$ cat config.mk
export PLATFORM = sky130hd
export DESIGN_NAME = array_prod_serial
export DESIGN_NICKNAME = d
export VERILOG_FILES = /design/src/rtl/array_prod_serial.sv
export SDC_FILE = /design/constraint.sdc
export NUM_CORES = 1
export LEC_CHECK = 0
export BUFFER_PORTS_ARGS = -buffer_cell sky130_fd_sc_hd__buf_2
export CAP_MARGIN = 20
export CORE_MARGIN = 8
export CORE_UTILIZATION = 60
export DETAILED_ROUTE_END_ITERATION = 16
export GPL_ROUTABILITY_DRIVEN = 0
export HOLD_SLACK_MARGIN = 0.03
export PLACE_DENSITY = 0.84
export SYNTH_ARGS = -nofsm -noshare
export SYNTH_HDL_FRONTEND = slang
export SYNTH_SLANG_ARGS = --single-unit
$ cat constraint.sdc
create_clock -name clock -period 9.6 [get_ports clock]
set_input_delay 1.44 -clock clock [delete_from_list [all_inputs] [get_ports clock]]
set_output_delay 1.44 -clock clock [all_outputs]
set_load 0.02 [all_outputs]
$ cat src/rtl/array_prod_serial.sv
// Serial signed fixed-point dot product: one multiply-accumulate per clock,
// then a single floor-shift and saturation into Q(QN.QM).
module array_prod_serial #(
    parameter int ARRAY_SZ = 8,
    parameter int QN       = 6,
    parameter int QM       = 11,
    parameter int BITWIDTH = QN + QM + 1
) (
    input  logic                         clock,
    input  logic                         reset,
    input  logic [ARRAY_SZ*BITWIDTH-1:0] weights,
    input  logic [ARRAY_SZ*BITWIDTH-1:0] inputs,
    output logic                         dataReady,
    output logic [BITWIDTH-1:0]          result
);

    localparam int IDX_W  = $clog2(ARRAY_SZ);
    localparam int PROD_W = 2 * BITWIDTH;
    localparam int ACC_W  = PROD_W + IDX_W;

    localparam logic signed [ACC_W-1:0] SAT_MAX = ACC_W'((2 ** (BITWIDTH - 1)) - 1);
    localparam logic signed [ACC_W-1:0] SAT_MIN = ~SAT_MAX;
    localparam logic [IDX_W-1:0]        IDX_LAST = IDX_W'(ARRAY_SZ - 1);

    typedef enum logic [1:0] {
        S_COMPUTE = 2'd0,
        S_FINISH  = 2'd1,
        S_DONE    = 2'd2
    } state_t;

    function automatic logic [BITWIDTH-1:0] saturate(input logic signed [ACC_W-1:0] v);
        logic [BITWIDTH-1:0] s;
        if (v > SAT_MAX) begin
            s = SAT_MAX[BITWIDTH-1:0];
        end else if (v < SAT_MIN) begin
            s = SAT_MIN[BITWIDTH-1:0];
        end else begin
            s = v[BITWIDTH-1:0];
        end
        return s;
    endfunction

    state_t                     state_q, state_d;
    logic [IDX_W-1:0]           idx_q, idx_d;
    logic signed [ACC_W-1:0]    acc_q, acc_d;
    logic [BITWIDTH-1:0]        result_q, result_d;
    logic                       data_ready_q, data_ready_d;

    logic signed [BITWIDTH-1:0] w_s, x_s;
    logic signed [PROD_W-1:0]   prod_s;
    logic signed [ACC_W-1:0]    shifted_s;

    // Current element pair and its exact product
    always_comb begin
        w_s       = signed'(weights[idx_q*BITWIDTH +: BITWIDTH]);
        x_s       = signed'(inputs[idx_q*BITWIDTH +: BITWIDTH]);
        prod_s    = PROD_W'(w_s) * PROD_W'(x_s);
        shifted_s = acc_q >>> QM;
    end

    // Next-state and datapath control
    always_comb begin
        state_d      = state_q;
        idx_d        = idx_q;
        acc_d        = acc_q;
        result_d     = result_q;
        data_ready_d = data_ready_q;
        case (state_q)
            S_COMPUTE: begin
                acc_d = acc_q + ACC_W'(prod_s);
                if (idx_q == IDX_LAST) begin
                    idx_d   = '0;
                    state_d = S_FINISH;
                end else begin
                    idx_d = idx_q + IDX_W'(1);
                end
            end
            S_FINISH: begin
                result_d     = saturate(shifted_s);
                data_ready_d = 1'b1;
                state_d      = S_DONE;
            end
            S_DONE: begin
                state_d = S_DONE;
            end
            default: begin
                // Unreachable encoding: restart cleanly rather than lock up
                state_d      = S_COMPUTE;
                idx_d        = '0;
                acc_d        = '0;
                result_d     = '0;
                data_ready_d = 1'b0;
            end
        endcase
    end

    // State and output registers
    always_ff @(posedge clock or negedge reset) begin
        if (!reset) begin
            state_q      <= S_COMPUTE;
            idx_q        <= '0;
            acc_q        <= '0;
            result_q     <= '0;
            data_ready_q <= 1'b0;
        end else begin
            state_q      <= state_d;
            idx_q        <= idx_d;
            acc_q        <= acc_d;
            result_q     <= result_d;
            data_ready_q <= data_ready_d;
        end
    end

    assign dataReady = data_ready_q;
    assign result    = result_q;

endmodule

==> results_dict.tcl <==
set metrics [dict create \
    h-tree-depth 3 \
    ys_warn_count 0 \
    numCtsBuffers 9 \
    layout_common_cells "433 x inv_1, 380 x fa_1, 308 x buf_2" \
    vias 15500 \
    hold_violations 0 \
    syn_inst 1890 \
    cp.depth 24 \
    postCtsSetupRepairBufs 0 \
    fin_area_um2 20700 \
    hold_path.class "flop to flop" \
    wl_met2_mm 28.1 \
    wl_met3_mm 8.27 \
    synth_cell_types 61 \
    grt_start_max_net_pins 64 \
    cap_violations 0 \
    placed_area_um2 20400 \
    crit_slowest_cell "dfrtp_4" \
    routedWlPerCell_um 22.4 \
    boundaryPins 309 \
    r2r_start "idx_q[0]" \
    worstPathMaxFanout 43 \
    avgSynthCellArea_um2 9.70 \
    ctsHoldBuffers 0 \
    hpwl_mm 50.0 \
    cts_resized 0 \
    ys_async_sr_fraction_pct 100 \
    port_buffers 308 \
    fp.coreArea_um2 30300 \
    clock_latency_ps 340 \
    layout_commonest_cell "inv_1" \
    synthDominantCellAreaShare_pct 41.5 \
    final_layout_size_suffix_gt1_share_pct 22.1 \
    antenna_found_initial 8 \
    drc 0 \
    fmax_ghz 0.114 \
    die_x_um 191 \
    dr.pass1.iters 5 \
    die_y_um 191 \
    final.setup.worst_slack_ps 840 \
    hold_path.startpoint "dataReady" \
    fin_tns_setup_ps 0 \
    seq_area_frac_synth_pct 8.60 \
    dieArea_um2 36400 \
    cp_cell_sequence "buf_12, mux4_2, mux2i_1, nor2_1, fa_1, inv_1, fa_1, fa_1, inv_1, fa_1, inv_1, fa_1, fa_1, inv_1, fa_1, ha_1, a21o_1, a21o_1, o21bai_1, a21oi_1, o21ai_2, a31oi_1, xor2_1, o21ai_0" \
    fin_crit_ps 8760 \
    start_util_pct 60.4 \
    routed_via_density 6.00 \
    grt_pass1_wl_mm 89.9 \
    crit_family "adder cells" \
    clock_skew_ps 12.8 \
    reg2regPathDepth 24 \
    outcome "finished clean" \
    finalNetCount 2973 \
    dp_slack_ps 615 \
    setup_viol 0 \
    startpoint "idx_q[0]" \
    slew_viol_final 0 \
    first_iter_violations 1685 \
    tightest_slew_ps 1090 \
    routed_wl_mm 58.0 \
    path_buf_inv 5 \
    area_growth_pct 12.9 \
    synth_area_leader_cell "fa_1" \
    rows 64 \
    crit_top_cell "fa_1" \
    maxSlewHeadroom_pct 25.0 \
    wl_met1_mm 18.4 \
    cts_tree "yes" \
    clk_pin_slew_ps 60 \
    antenna_left 0 \
    worstSetupPathType "flop to flop" \
    max_stage_delay_ps 980 \
    rsz0062_at_grt "no" \
    grt_pass1_vias 16800 \
    gr-total-overflow 0 \
    synthesis.nets 2683 \
    syn_area_um2 18300 \
    clockBufferDepth 2 \
    synth_edf_count 0 \
    period_share_pct 91.2 \
    endpoint_kind "flop" \
    route.top_layer_used "met5" \
    register_area_um2 1590 \
    min_path_cells 2 \
    clock-sinks 63 \
    synth_area_leaders "fa_1 42%, inv_1 8.9%, mux4_2 8.8%" \
    fillers 2240 \
    synth_ff_type "dfrtp_1" \
    cp.arrival_ps 8930 \
    ys_ff_latch 63 \
    cp_data_required_time_ps 9770 \
    critPathLaunchType "flop" \
    cts_root_buf "clkbuf_16" \
    multiInputGateArea_um2 14800 \
    grt_use_total_pct 32.1 \
]
-- metal layers --
metal | vias up | track usage (%)
li1 | 6456 | -
met1 | 7694 | 37.8
met2 | 1089 | 51.4
met3 | 275 | 12.2
met4 | 4 | 15.2
met5 | - | 0
-- worst paths after layout --
kind	end	slack, ps
worst max-delay path	acc_q[26]	840
worst min-delay path	dataReady	470
worst max register to register	acc_q[26]	840
worst min register to register	dataReady	470
max in group asynchronous	idx_q[0]	7680
min in group asynchronous	acc_q[35]	1280
-- metrics by stage --
stage / hold slack, ps / std cells / util, %
after floorplan: 449 / 1890 / -
after global placement: 459 / 2564 / 67.1
after detailed placement: 458 / 2564 / 67.1
after CTS: 471 / 2580 / 68.0
after global routing: 507 / 2583 / 68.1
final: 469 / 2587 / 68.2
-- logic make-up (layout without fill, tap and decap cells) --
| family | count (synthesis) | count (layout) | synth area share (%) |
|---|---|---|---|
| other cells | 0 | 6 | 0 |
| buf+inv | 498 | 793 | 10.4 |
| fa+ha+maj | 503 | 503 | 49.9 |
| mux | 128 | 128 | 12.1 |
| compound gates | 157 | 157 | 5.69 |
| flops | 63 | 63 | 8.60 |
| xor+xnor | 31 | 31 | 1.48 |
| simple gates | 510 | 510 | 11.8 |
-- flip-flops by register name (all words and copies together) (netlist names) --
register   flops
result        18
acc_q         39
state_q        2
dataReady      1
idx_q          3
-- tightest hold or removal path, cell delays in order (launching register included) --
cell     delay [ps]
dfrtp_1         330
nand2_1          50
nand2_1          50
-- area by class of cell --
class                      count  area share [%]
antenna                        6          0.0726
clock buffer                  13            1.26
clock inverter                 3          0.0847
inverter                     433            7.86
multi-input combinational   1329            71.8
sequential                    63            7.66
tap                          396            2.39
timing repair buffer         344            8.91
-- Yosys cell counts, types with 5 or more instances --
cell type	n
fa_1	380
or2_2	7
or3_1	5
ha_1	123
xor2_1	14
a21oi_1	26
o31ai_1	9
inv_1	433
mux2_2	28
nand3_1	9
buf_2	29
a31oi_1	7
nand4_1	6
o21ai_0	53
and3_1	8
mux2i_1	28
nand2_1	231
nor3_1	9
xnor2_1	17
mux4_2	72
dfrtp_1	63
nand2b_1	16
nor2b_1	8
a21o_1	19
o211ai_1	5
nor2_1	179
clkbuf_1	32
and2_1	16
nand3b_1	5
Power is left out: the tool's default activity adds up to more than one toggle a clock period on the data nets, which glitch-free logic cannot reach.
